## config.mk

```make
export PLATFORM = sky130hd
export DESIGN_NAME = one_wire_master_flat
export DESIGN_NICKNAME = d
export VERILOG_FILES = /design/src/rtl/one_wire_pkg.sv /design/src/rtl/one_wire_master_if.sv /design/src/rtl/one_wire_crc8.sv /design/src/rtl/one_wire_master.sv /design/src/flat_wrapper.sv
export SDC_FILE = /design/constraint.sdc
export NUM_CORES = 1
export LEC_CHECK = 0
export CAP_MARGIN = 20
export CORE_UTILIZATION = 35
export CTS_BUF_LIST = sky130_fd_sc_hd__clkbuf_16
export CTS_CLUSTER_SIZE = 12
export DETAILED_ROUTE_END_ITERATION = 10
export HOLD_SLACK_MARGIN = 0.02
export SKIP_CTS_REPAIR_TIMING = 1
export SLEW_MARGIN = 25
export SYNTH_ARGS = -nofsm -noshare
export SYNTH_HDL_FRONTEND = slang
export SYNTH_SLANG_ARGS = --single-unit
```

## constraint.sdc

```tcl
create_clock -name clk -period 5.1 [get_ports clk]
set_input_delay 1.275 -clock clk [delete_from_list [all_inputs] [get_ports clk]]
set_output_delay 1.275 -clock clk [all_outputs]
set_load 0.02 [all_outputs]
```

## src/rtl/one_wire_pkg.sv

```systemverilog
// ---------------------------------------------------------------------------
// one_wire_pkg
// Shared definitions for the 1-Wire bus master:
//   op_e         command opcodes carried on cmd_op
//   state_e      master sequencer states
//   CRC_POLY     reflected Dallas/Maxim CRC-8 polynomial
//   us2cyc()     converts a microsecond figure into clk cycles
// ---------------------------------------------------------------------------
package one_wire_pkg;

  typedef enum logic [1:0] {
    OP_RESET   = 2'd0,
    OP_WRITE   = 2'd1,
    OP_READ    = 2'd2,
    OP_TRIPLET = 2'd3
  } op_e;

  typedef enum logic [2:0] {
    S_IDLE,
    S_RST_LOW,
    S_RST_WAIT,
    S_SLOT_LOW,
    S_SLOT_WAIT,
    S_REC,
    S_DONE
  } state_e;

  localparam logic [7:0] CRC_POLY = 8'h8C;

  function automatic int unsigned us2cyc(input int unsigned us, input int unsigned mhz);
    return us * mhz;
  endfunction

endpackage

```

## src/rtl/one_wire_master_if.sv

```systemverilog
// ---------------------------------------------------------------------------
// one_wire_master_if
// Command / response channel between the register bank and the 1-Wire master.
//   cmd_valid/cmd_ready  request handshake (op, nbits, data, dir)
//   rsp_valid            one-cycle completion pulse; rsp_* hold afterwards
//   rsp_data/presence/crc/crc_ok/trip/err  result fields
// Modports: master (the bus engine), slave (the command issuer).
// ---------------------------------------------------------------------------
interface one_wire_master_if;
  logic        cmd_valid;
  logic        cmd_ready;
  logic [1:0]  cmd_op;
  logic [6:0]  cmd_nbits;
  logic [63:0] cmd_data;
  logic        cmd_dir;

  logic        rsp_valid;
  logic [63:0] rsp_data;
  logic        rsp_presence;
  logic [7:0]  rsp_crc;
  logic        rsp_crc_ok;
  logic [2:0]  rsp_trip;
  logic        rsp_err;

  modport master (
    input  cmd_valid, cmd_op, cmd_nbits, cmd_data, cmd_dir,
    output cmd_ready, rsp_valid, rsp_data, rsp_presence, rsp_crc,
           rsp_crc_ok, rsp_trip, rsp_err
  );

  modport slave (
    output cmd_valid, cmd_op, cmd_nbits, cmd_data, cmd_dir,
    input  cmd_ready, rsp_valid, rsp_data, rsp_presence, rsp_crc,
           rsp_crc_ok, rsp_trip, rsp_err
  );
endinterface

```

## src/rtl/one_wire_crc8.sv

```systemverilog
// ---------------------------------------------------------------------------
// one_wire_crc8
// Bit-serial Dallas CRC-8 (reflected polynomial 0x8C), one bit per enabled cycle.
//   clk     clock
//   clr     synchronous clear to 0x00 (has priority over en)
//   en      consume bit_in this cycle
//   bit_in  next received bit, LSB first
//   crc     running remainder
// ---------------------------------------------------------------------------
module one_wire_crc8
  import one_wire_pkg::*;
(
  input  logic       clk,
  input  logic       clr,
  input  logic       en,
  input  logic       bit_in,
  output logic [7:0] crc
);

  logic mix;

  assign mix = crc[0] ^ bit_in;

  always_ff @(posedge clk) begin
    if (clr) begin
      crc <= '0;
    end else if (en) begin
      crc <= (crc >> 1) ^ (mix ? CRC_POLY : 8'h00);
    end
  end

endmodule

```

## src/rtl/one_wire_master.sv

```systemverilog
// ---------------------------------------------------------------------------
// one_wire_master
// 1-Wire bus master: RESET/presence, WRITE and READ of 1..64 bits LSB first,
// ROM-search TRIPLET, CRC-8 over read bits, error reporting.
//   clk, reset   clock and synchronous active-high reset
//   bus          command/response channel (one_wire_master_if.master)
//   ow_oe        1 = pull the open-drain line low
//   ow_in        asynchronous bus level, synchronised internally
// All timing parameters are in microseconds and scaled by CLK_MHZ.
// ---------------------------------------------------------------------------
module one_wire_master
  import one_wire_pkg::*;
#(
  parameter int unsigned CLK_MHZ     = 24,
  parameter int unsigned T_RSTL_US   = 480,
  parameter int unsigned T_RSTH_US   = 480,
  parameter int unsigned T_PDI_US    = 70,
  parameter int unsigned T_LOW0_US   = 60,
  parameter int unsigned T_LOW1_US   = 6,
  parameter int unsigned T_SAMPLE_US = 12,
  parameter int unsigned T_SLOT_US   = 70,
  parameter int unsigned T_REC_US    = 2
) (
  input  logic              clk,
  input  logic              reset,
  one_wire_master_if.master bus,
  output logic              ow_oe,
  input  logic              ow_in
);

  localparam int unsigned C_RSTL   = us2cyc(T_RSTL_US, CLK_MHZ);
  localparam int unsigned C_RSTH   = us2cyc(T_RSTH_US, CLK_MHZ);
  localparam int unsigned C_PDI    = us2cyc(T_PDI_US, CLK_MHZ);
  localparam int unsigned C_LOW0   = us2cyc(T_LOW0_US, CLK_MHZ);
  localparam int unsigned C_LOW1   = us2cyc(T_LOW1_US, CLK_MHZ);
  localparam int unsigned C_SAMPLE = us2cyc(T_SAMPLE_US, CLK_MHZ);
  localparam int unsigned C_SLOT   = us2cyc(T_SLOT_US, CLK_MHZ);
  localparam int unsigned C_REC    = us2cyc(T_REC_US, CLK_MHZ);

  localparam int unsigned C_M0  = (C_RSTL > C_RSTH) ? C_RSTL : C_RSTH;
  localparam int unsigned C_M1  = (C_M0 > C_SLOT) ? C_M0 : C_SLOT;
  localparam int unsigned C_M2  = (C_M1 > C_LOW0) ? C_M1 : C_LOW0;
  localparam int unsigned C_MAX = (C_M2 > C_REC) ? C_M2 : C_REC;
  localparam int          CW    = $clog2(C_MAX) + 1;

  typedef logic [CW-1:0] cnt_t;

  state_e      state, state_d;
  cnt_t        cnt, cnt_d;

  op_e         op_q;
  logic [6:0]  nbits_q;
  logic [63:0] data_q;
  logic        dir_q;
  logic [6:0]  bit_n;

  logic        ow_meta, ow_sync;

  logic [63:0] rsp_data_q;
  logic        presence_q;
  logic [2:0]  trip_q;
  logic        err_q;
  logic        have_result;
  logic [7:0]  crc;

  op_e         cmd_op_e;
  logic        accept;
  logic        len_bad;
  logic        write_bit;
  cnt_t        low_len;
  logic        sample_pt;
  logic        rec_end;
  logic        last_slot;
  logic        trip_stop;
  logic        dir_calc;

  assign cmd_op_e = op_e'(bus.cmd_op);
  assign accept   = (state == S_IDLE) && bus.cmd_valid;
  assign len_bad  = ((cmd_op_e == OP_WRITE) || (cmd_op_e == OP_READ)) &&
                    ((bus.cmd_nbits == 7'd0) || (bus.cmd_nbits > 7'd64));

  // Reads and TRIPLET id/cmp slots behave like writing a 1 (short low pulse).
  always_comb begin
    write_bit = 1'b1;
    if (op_q == OP_WRITE) begin
      write_bit = data_q[bit_n[5:0]];
    end else if ((op_q == OP_TRIPLET) && (bit_n == 7'd2)) begin
      write_bit = trip_q[2];
    end
  end

  assign low_len   = write_bit ? cnt_t'(C_LOW1) : cnt_t'(C_LOW0);
  assign sample_pt = ((state == S_SLOT_LOW) || (state == S_SLOT_WAIT)) &&
                     (cnt == cnt_t'(C_SAMPLE));
  assign rec_end   = (state == S_REC) && (cnt == cnt_t'(C_REC - 1));
  assign trip_stop = trip_q[0] & trip_q[1];
  assign dir_calc  = (trip_q[0] != trip_q[1]) ? trip_q[0] : dir_q;
  assign last_slot = (op_q == OP_TRIPLET) ?
                     ((bit_n == 7'd2) || ((bit_n == 7'd1) && trip_stop)) :
                     (bit_n == (nbits_q - 7'd1));

  // Stage: bus input synchroniser
  always_ff @(posedge clk) begin
    ow_meta <= ow_in;
    ow_sync <= ow_meta;
  end

  // Stage: sequencer state register
  always_ff @(posedge clk) begin
    if (reset) begin
      state <= S_IDLE;
      cnt   <= '0;
    end else begin
      state <= state_d;
      cnt   <= cnt_d;
    end
  end

  // The slot counter runs straight through SLOT_LOW into SLOT_WAIT so that
  // the sample point and slot end are both measured from slot start.
  always_comb begin
    state_d = state;
    cnt_d   = cnt + cnt_t'(1);
    unique case (state)
      S_IDLE: begin
        cnt_d = '0;
        if (bus.cmd_valid) begin
          if (cmd_op_e == OP_RESET) state_d = S_RST_LOW;
          else if (len_bad)         state_d = S_DONE;
          else                      state_d = S_SLOT_LOW;
        end
      end
      S_RST_LOW: begin
        if (cnt == cnt_t'(C_RSTL - 1)) begin
          state_d = S_RST_WAIT;
          cnt_d   = '0;
        end
      end
      S_RST_WAIT: begin
        if (cnt == cnt_t'(C_RSTH)) begin
          state_d = S_DONE;
          cnt_d   = '0;
        end
      end
      S_SLOT_LOW: begin
        if (cnt == (low_len - cnt_t'(1))) state_d = S_SLOT_WAIT;
      end
      S_SLOT_WAIT: begin
        if (cnt == cnt_t'(C_SLOT - 1)) begin
          state_d = S_REC;
          cnt_d   = '0;
        end
      end
      S_REC: begin
        if (cnt == cnt_t'(C_REC - 1)) begin
          cnt_d   = '0;
          state_d = last_slot ? S_DONE : S_SLOT_LOW;
        end
      end
      S_DONE: begin
        state_d = S_IDLE;
        cnt_d   = '0;
      end
      default: begin
        state_d = S_IDLE;
        cnt_d   = '0;
      end
    endcase
  end

  // Stage: command latch, bus driver and result registers
  always_ff @(posedge clk) begin
    if (reset) begin
      ow_oe       <= 1'b0;
      rsp_data_q  <= '0;
      presence_q  <= 1'b0;
      trip_q      <= '0;
      err_q       <= 1'b0;
      have_result <= 1'b0;
    end else begin
      ow_oe       <= (state_d == S_RST_LOW) || (state_d == S_SLOT_LOW);
      have_result <= (state_d == S_DONE) || (have_result && !accept);

      if (accept) begin
        op_q       <= cmd_op_e;
        nbits_q    <= bus.cmd_nbits;
        data_q     <= bus.cmd_data;
        dir_q      <= bus.cmd_dir;
        bit_n      <= '0;
        rsp_data_q <= '0;
        presence_q <= 1'b0;
        trip_q     <= '0;
        err_q      <= len_bad;
      end

      if ((state == S_RST_WAIT) && (cnt == cnt_t'(C_PDI))) begin
        presence_q <= ~ow_sync;
      end

      if (sample_pt) begin
        if (op_q == OP_READ) begin
          rsp_data_q[bit_n[5:0]] <= ow_sync;
        end else if (op_q == OP_TRIPLET) begin
          if (bit_n == 7'd0) trip_q[0] <= ow_sync;
          if (bit_n == 7'd1) trip_q[1] <= ow_sync;
        end
      end

      // After the cmp slot, either pick the search direction or flag that
      // no device answered (both id and cmp read as 1).
      if (rec_end) begin
        bit_n <= bit_n + 7'd1;
        if ((op_q == OP_TRIPLET) && (bit_n == 7'd1)) begin
          if (trip_stop) err_q     <= 1'b1;
          else           trip_q[2] <= dir_calc;
        end
      end
    end
  end

  one_wire_crc8 u_crc (
    .clk    (clk),
    .clr    (reset || accept),
    .en     (sample_pt && (op_q == OP_READ)),
    .bit_in (ow_sync),
    .crc    (crc)
  );

  assign bus.cmd_ready    = (state == S_IDLE);
  assign bus.rsp_valid    = (state == S_DONE);
  assign bus.rsp_data     = rsp_data_q;
  assign bus.rsp_presence = presence_q;
  assign bus.rsp_crc      = crc;
  assign bus.rsp_crc_ok   = have_result && (crc == 8'h00);
  assign bus.rsp_trip     = trip_q;
  assign bus.rsp_err      = err_q;

endmodule

```

## src/flat_wrapper.sv

```systemverilog
// flat-port wrapper written by rule: the top's interface ports become plain ports
module one_wire_master_flat import one_wire_pkg::*;
#(
  parameter int unsigned CLK_MHZ     = 24,
  parameter int unsigned T_RSTL_US   = 480,
  parameter int unsigned T_RSTH_US   = 480,
  parameter int unsigned T_PDI_US    = 70,
  parameter int unsigned T_LOW0_US   = 60,
  parameter int unsigned T_LOW1_US   = 6,
  parameter int unsigned T_SAMPLE_US = 12,
  parameter int unsigned T_SLOT_US   = 70,
  parameter int unsigned T_REC_US    = 2
)
  (clk, reset, ow_oe, ow_in, bus_cmd_valid, bus_cmd_op, bus_cmd_nbits, bus_cmd_data, bus_cmd_dir, bus_cmd_ready, bus_rsp_valid, bus_rsp_data, bus_rsp_presence, bus_rsp_crc, bus_rsp_crc_ok, bus_rsp_trip, bus_rsp_err);
  one_wire_master_if bus_i ();
  input  logic clk;
  input  logic reset;
  output logic ow_oe;
  input  logic ow_in;
  input wire logic [$bits(bus_i.cmd_valid)-1:0] bus_cmd_valid;
  input wire logic [$bits(bus_i.cmd_op)-1:0] bus_cmd_op;
  input wire logic [$bits(bus_i.cmd_nbits)-1:0] bus_cmd_nbits;
  input wire logic [$bits(bus_i.cmd_data)-1:0] bus_cmd_data;
  input wire logic [$bits(bus_i.cmd_dir)-1:0] bus_cmd_dir;
  output wire logic [$bits(bus_i.cmd_ready)-1:0] bus_cmd_ready;
  output wire logic [$bits(bus_i.rsp_valid)-1:0] bus_rsp_valid;
  output wire logic [$bits(bus_i.rsp_data)-1:0] bus_rsp_data;
  output wire logic [$bits(bus_i.rsp_presence)-1:0] bus_rsp_presence;
  output wire logic [$bits(bus_i.rsp_crc)-1:0] bus_rsp_crc;
  output wire logic [$bits(bus_i.rsp_crc_ok)-1:0] bus_rsp_crc_ok;
  output wire logic [$bits(bus_i.rsp_trip)-1:0] bus_rsp_trip;
  output wire logic [$bits(bus_i.rsp_err)-1:0] bus_rsp_err;
  assign bus_i.cmd_valid = bus_cmd_valid;
  assign bus_i.cmd_op = bus_cmd_op;
  assign bus_i.cmd_nbits = bus_cmd_nbits;
  assign bus_i.cmd_data = bus_cmd_data;
  assign bus_i.cmd_dir = bus_cmd_dir;
  assign bus_cmd_ready = bus_i.cmd_ready;
  assign bus_rsp_valid = bus_i.rsp_valid;
  assign bus_rsp_data = bus_i.rsp_data;
  assign bus_rsp_presence = bus_i.rsp_presence;
  assign bus_rsp_crc = bus_i.rsp_crc;
  assign bus_rsp_crc_ok = bus_i.rsp_crc_ok;
  assign bus_rsp_trip = bus_i.rsp_trip;
  assign bus_rsp_err = bus_i.rsp_err;
  one_wire_master #(.CLK_MHZ(CLK_MHZ), .T_RSTL_US(T_RSTL_US), .T_RSTH_US(T_RSTH_US), .T_PDI_US(T_PDI_US), .T_LOW0_US(T_LOW0_US), .T_LOW1_US(T_LOW1_US), .T_SAMPLE_US(T_SAMPLE_US), .T_SLOT_US(T_SLOT_US), .T_REC_US(T_REC_US)) u_core (.clk(clk), .reset(reset), .bus(bus_i), .ow_oe(ow_oe), .ow_in(ow_in));
endmodule
```

==> flow_metrics.env <==
export IMPL_status="finished, final reports clean"
export IMPL_drt_iter0_markers=564
export IMPL_clk_path_buf_depth=2
export IMPL_synth_top_family_by_area="simple AND/OR/NAND/NOR gates"
export IMPL_synthAdderAreaFrac=0.01520
export IMPL_wl_per_cell_um=17.65
export IMPL_fin_crit_sh=0.6873
export IMPL_worstHoldStart="u_core.ow_meta"
export IMPL_start_util=0.3602
export IMPL_synthArstFlopShare=0
export IMPL_syn_area_um2=8229
export IMPL_grt_pass1_vias=6497
export IMPL_leakage_nw=3.405
export IMPL_final_common_cell="clkdlybuf4s50_1"
export IMPL_numPortBuffers=158
export IMPL_synth_xor_area_frac=0.03087
export IMPL_rsz0062_at_grt="no"
export IMPL_regToRegStartpoint="u_core.cnt[13]"
export IMPL_synth_nets=905
export IMPL_cp_startpoint="u_core.state[2]"
export IMPL_fillers=2165
export IMPL_clk_insertion_delay_late_ns=0.44
export IMPL_slew_viol_final=0
export IMPL_insertedDiodeCount=0
export IMPL_regArea_um2=4415
export IMPL_ys_types=63
export IMPL_synth_ff_latch_count=180
export IMPL_cp_start_kind="flip-flop"
export IMPL_synth_largest_area_cell="edfxtp_1"
export IMPL_hp_class="flip-flop to flip-flop"
export IMPL_tns_ns=0
export IMPL_synth_compound_area_share=0.1280
export IMPL_worstSetupPathType="flip-flop to primary output"
export IMPL_multi_input_area_um2=3490
export IMPL_pwr_share_comb=0.102
export IMPL_cp_slowest_cell="clkdlybuf4s50_1"
export IMPL_grt_ovfl_total=0
export IMPL_critPathRequiredTime_ns=3.83
export IMPL_cp_arrival_ns=2.23
export IMPL_row_count=55
export IMPL_yosysWarningCount=0
export IMPL_ir_drop_uv=224.7
export IMPL_area_growth_pct=29.22
export IMPL_grt_pass1_wl_mm=35.89
export IMPL_drcViolationCount=0
export IMPL_final_cell_mix="clkdlybuf4s50_1 (157), dfxtp_1 (98), nand3_1 (88), edfxtp_1 (81)"
export IMPL_power_frac_clock=0.397
export IMPL_vias_per_cell=5.315
export IMPL_synth_simple_area_share=0.2048
export IMPL_cts_sinks=180
export IMPL_synthTopCellsByArea="edfxtp_1 (30%), dfxtp_1 (24%), nand3_1 (5.4%)"
export IMPL_fin_util=0.4654
export IMPL_grtUsageTotal=0.1923
export IMPL_p_sw_w=0.0008518
export IMPL_critPathTopFamily="simple AND/OR/NAND/NOR gates"
export IMPL_antenna_found_initial=0
export IMPL_slowest_delay_ns=0.67
export IMPL_first_pass_iters=7
export IMPL_syn_inst=817
export IMPL_tightest_slew_ns=1.089
export IMPL_cp_num_buf_inv=1
export IMPL_cts_root_buf="clkbuf_16"
export IMPL_setup_viol=0
export IMPL_clk_pin_slew_ns=0.07
export IMPL_avgSynthCellArea_um2=10.07
export IMPL_drtAntennaViolNets=0
export IMPL_powerDensity_nw_per_um2=300.6
export IMPL_htreeDepth=4
export IMPL_synthMuxAreaShare=0.04364
export IMPL_dr_total_vias=6771
export IMPL_worst_clock_skew_ns=0.01313
export IMPL_seqPwrFrac=0.501
export IMPL_yosysSeqAreaShare=0.5364
export IMPL_synth_edf_count=81
export IMPL_fmax_mhz=285.3
export IMPL_slew_headroom=0.2683
export IMPL_end_kind="primary output"
export IMPL_core_um2=22850
export IMPL_p_sw_frac=0.2664
export IMPL_boundaryPins=159
export IMPL_grt_max_degree=75
export IMPL_p_int_w=0.002345
export IMPL_die_w_um=155.3
export IMPL_cts_buffers=17
export IMPL_dieArea_um2=24130
export IMPL_maxCapViolCount=0
export IMPL_wirelength_mm=22.48
export IMPL_path_cells="or2_2 -> nor2_1 -> clkdlybuf4s50_1"
export IMPL_crit_path_max_fanout=15
export IMPL_hold_viol_final=0
export IMPL_drive_gt1_frac=0.08221
export IMPL_period_needed_ns=3.505
export IMPL_die_height_um=155.3
export IMPL_dp_hpwl_mm=15.56
export IMPL_place_congestion=0.8656
export IMPL_synth_top_area_share=0.2956
export IMPL_cts_tree="done"
export IMPL_ys_flop_type="dfxtp_1"
export IMPL_fin_nets=1037
[stage by stage]
| step | cells | total power (W) | cell area, µm² | hold slack, ns | setup WS [ns] |
|---|---|---|---|---|---|
| after floorplan | 817 | 0.001820 | 8232 | 0.3096 | 0.9866 |
| after global routing | 1274 | 0.003315 | 10630 | 0.3455 | 1.404 |
| after CTS | 1274 | 0.003222 | 10630 | 0.3359 | 1.594 |
| final | 1274 | 0.003197 | 10630 | 0.3324 | 1.595 |
| after global placement | 1243 | 0.001964 | 10070 | 0.3161 | 1.486 |
| after detailed placement | 1243 | 0.001964 | 10070 | 0.3200 | 1.475 |
[flip-flops by register name, indices dropped and copies added (netlist names), 2 cells and up]
signal	cells
u_core.data_q	64
u_core.u_crc.crc	8
u_core.state	3
u_core.bus.rsp_data	64
u_core.cnt	15
u_core.bit_n	7
u_core.bus.rsp_trip	3
u_core.nbits_q	7
u_core.op_q	2
[worst paths after layout]
| path | end | slack, ns | depth (start not counted) |
|---|---|---|---|
| worst min-delay path | u_core.ow_sync | 0.33 | 0 |
| worst min register to register | u_core.ow_sync | 0.33 | 0 |
| worst max register to register | u_core.bus.rsp_data[17] | 1.71 | 6 |
| worst max-delay path | bus_cmd_ready | 1.59 | 3 |
[power by group through the flow]
stage                     Sequential, W  Clock [W]  Combinational [W]
after global placement          0.00164          0           0.000328
after global routing            0.00161    0.00135           0.000355
final                           0.00160    0.00127           0.000326
after floorplan                 0.00162          0           0.000203
after CTS                       0.00160    0.00129           0.000328
after detailed placement        0.00164          0           0.000328
[layout make-up]
class,count,share of cell area
flip-flops and latches,180,0.4152
multi-input cells,555,0.3282
inverters,21,0.007413
well taps,313,0.03683
clock buffers,17,0.04000
clock inverters,14,0.01283
repair buffers,174,0.1595
[logic make-up (layout without fill, tap and decap cells)]
family,count (synthesis),count (layout)
muxes,24,24
buffers and inverters,82,226
DFF,180,180
AOI/OAI and AO/OA,160,160
adders and majority gates,10,10
xor gates and xnor gates,29,29
and+or+nand+nor,332,332
[synth_stat cells, types with 4 or more instances]
| cell | instances |
|---|---|
| dfxtp_1 | 99 |
| nand3_1 | 88 |
| edfxtp_1 | 81 |
| nand2_1 | 72 |
| a21oi_1 | 71 |
| nor2_1 | 57 |
| clkbuf_1 | 41 |
| nor3_1 | 23 |
| o211ai_1 | 22 |
| inv_1 | 20 |
| nand4_1 | 19 |
| a211oi_1 | 17 |
| and3_1 | 17 |
| xnor2_1 | 16 |
| a22oi_1 | 13 |
| xor2_1 | 13 |
| buf_2 | 11 |
| ha_1 | 10 |
| mux2i_1 | 10 |
| mux4_2 | 9 |
| nand2b_1 | 9 |
| nor4_1 | 8 |
| nor3b_1 | 6 |
| buf_1 | 5 |
| mux2_2 | 5 |
| nor2b_1 | 5 |
| o21ai_0 | 5 |
| or3_1 | 5 |
| a31oi_1 | 4 |
[per-layer routing]
| layer | vias up | routed length, µm | GRT usage | share of wire |
|---|---|---|---|---|
| li1 | 3283 | - | - | - |
| met1 | 3220 | 10050 | 0.2554 | 0.45 |
| met2 | 235 | 10420 | 0.2992 | 0.46 |
| met3 | 33 | 1514 | 0.05153 | 0.067 |
| met4 | 0 | 506 | 0.07190 | 0.023 |
| met5 | - | 0 | 0 | 0 |
(Power assumes the default switching activity.)
==> variant (same settings) <==
`CLK_MHZ` is set to 24 in 2 places; all go to 48.
--- a/src/rtl/one_wire_master.sv
+++ b/src/rtl/one_wire_master.sv
@@ -12,5 +12,5 @@
   import one_wire_pkg::*;
 #(
-  parameter int unsigned CLK_MHZ     = 24,
+  parameter int unsigned CLK_MHZ     = 48,
   parameter int unsigned T_RSTL_US   = 480,
   parameter int unsigned T_RSTH_US   = 480,
--- a/src/flat_wrapper.sv
+++ b/src/flat_wrapper.sv
@@ -2,5 +2,5 @@
 module one_wire_master_flat import one_wire_pkg::*;
 #(
-  parameter int unsigned CLK_MHZ     = 24,
+  parameter int unsigned CLK_MHZ     = 48,
   parameter int unsigned T_RSTL_US   = 480,
   parameter int unsigned T_RSTH_US   = 480,
Check against the original RTL: same outputs for any inputs over 10 cycles, from zero or initial values and one cycle with reset high; that may be too few to reach the edited logic, so the function may still have changed.
==> variant against the unedited design <==
- final area is 1.1% lower
- wire length down 4.5%
- total power is 1.4% higher
- clock skew decreased by 0.51 ps
- via count is 4.5% lower
- worst setup slack better by 150 ps
- first-iteration DRC count shrank 11%
- area after synthesis grew 0.15%
- cell count fell by 1.8%
- sequential cell count is 1 higher
- die area rose by 0.15%
- critical endpoint is now u_core.have_result
==> variant: results (changes against the unedited design) <==
status complete, no violations; skew final 12.6 ps (-0.511 ps); routed wire length 21,500 microns (-4.5%); Cell Int Power 2.40 mW (+2.5%); largest net degree at the start of global routing 61 (-19%); syn_nets 893 (-1.3%); Yosys cell types 72 (+14%); Total GRT Usage 0.182 (-0.0104); vias in the first global route 6,132 (-5.6%); GPL Wtd Cong 0.819 (-5.4%); crit path to u_core.have_result; Slew @ Worst Pin 1030 ps (-62.7 ps); drt pass-1 iters 5 (-2); mean number of vias per cell 5.17 (-2.8%); nets 1,013 (-2.3%); Place WS 1310 ps (-161 ps); Arr. time, crit path 3680 ps (+1450 ps); DR iter-0 viols 501 (-11%); post-synthesis sequential area ratio 0.538 (+0.00161); reg2reg start u_core.cnt[5]; met1 Track Usage GR 0.247 (-0.00811); largest delay contributor family on the critical path compound AO/OA/AOI/OAI gates; dpl hpwl 14,900 microns (-4.0%); fin crit period 3360 ps (-145 ps); reg2reg setup slack 1970 ps (+260 ps); share of cells above drive strength 1 0.0821 (-0.000116); first-pass GRT wire length 33,900 microns (-5.6%); worst-path fanout max 3 (-12); met2 Resource Use GR 0.281 (-0.0182); Post-synth top cells dfxtp_1 (100), nand3_1 (82), edfxtp_1 (81), nand2_1 (78), nor2_1 (69)
==> variant: cell types whose count changed after synthesis, sizes merged, moves of 12 or more <==
| cell | change |
|---|---|
| buf | +18 |
| nor3 | -17 |
| o211ai | -17 |
| nor2 | +14 |
| a31oi | +12 |
| clkbuf | -12 |
==> variant: power by group through the flow <==
stage          registers [mW]  logic [mW]  clock network [mW]
2_1_floorplan            1.64       0.237                   0
3_3_place_gp             1.66       0.368                   0
3_5_place_dp             1.66       0.371                   0
4_1_cts                  1.63       0.372                1.27
5_1_grt                  1.64       0.401                1.33
6_report                 1.63       0.368                1.24
==> variant: metal layers <==
metal	vias up	part of all wire	wire length (microns)
met3	22	0.052	1120
met5	-	0	0
met2	197	0.46	9870
met4	0	0.018	393
li1	3193	-	-
met1	3052	0.47	10100
==> variant: through the flow <==
step | instances | utilization
global route | 1251 | 0.460
detailed placement | 1219 | 0.437
finish | 1251 | 0.460
CTS | 1251 | 0.460
global placement | 1219 | 0.437
floorplan | 805 | -
==> variant: logic make-up (layout without fill, tap and decap cells) <==
kind of cell               Yosys count  count (layout)  share of synthesized area
buffers and inverters               81             214                     0.0469
DFF                                181             181                      0.538
xor gates and xnor gates            31              31                     0.0329
muxes                               24              24                     0.0451
adders and majority gates           10              10                     0.0152
and+or+nand+nor                    320             320                      0.196
AOI/OAI and AO/OA                  158             158                      0.126
==> variant: area by class of cell <==
class,count,area (sq um),area share
clock buffer,17,425,0.0404
clock inverter,15,115,0.0109
inverter,14,52.6,0.00500
timing repair buffer,168,1650,0.157
tap,313,392,0.0372
multi-input combinational,543,3450,0.328
sequential,181,4440,0.422
==> variant: worst reg2reg max path, stage by stage, from the launching register on <==
cell     delay, ps
dfxtp_1        430
or4_4          600
nor4_4         350
nand4_1        550
a21oi_1        840
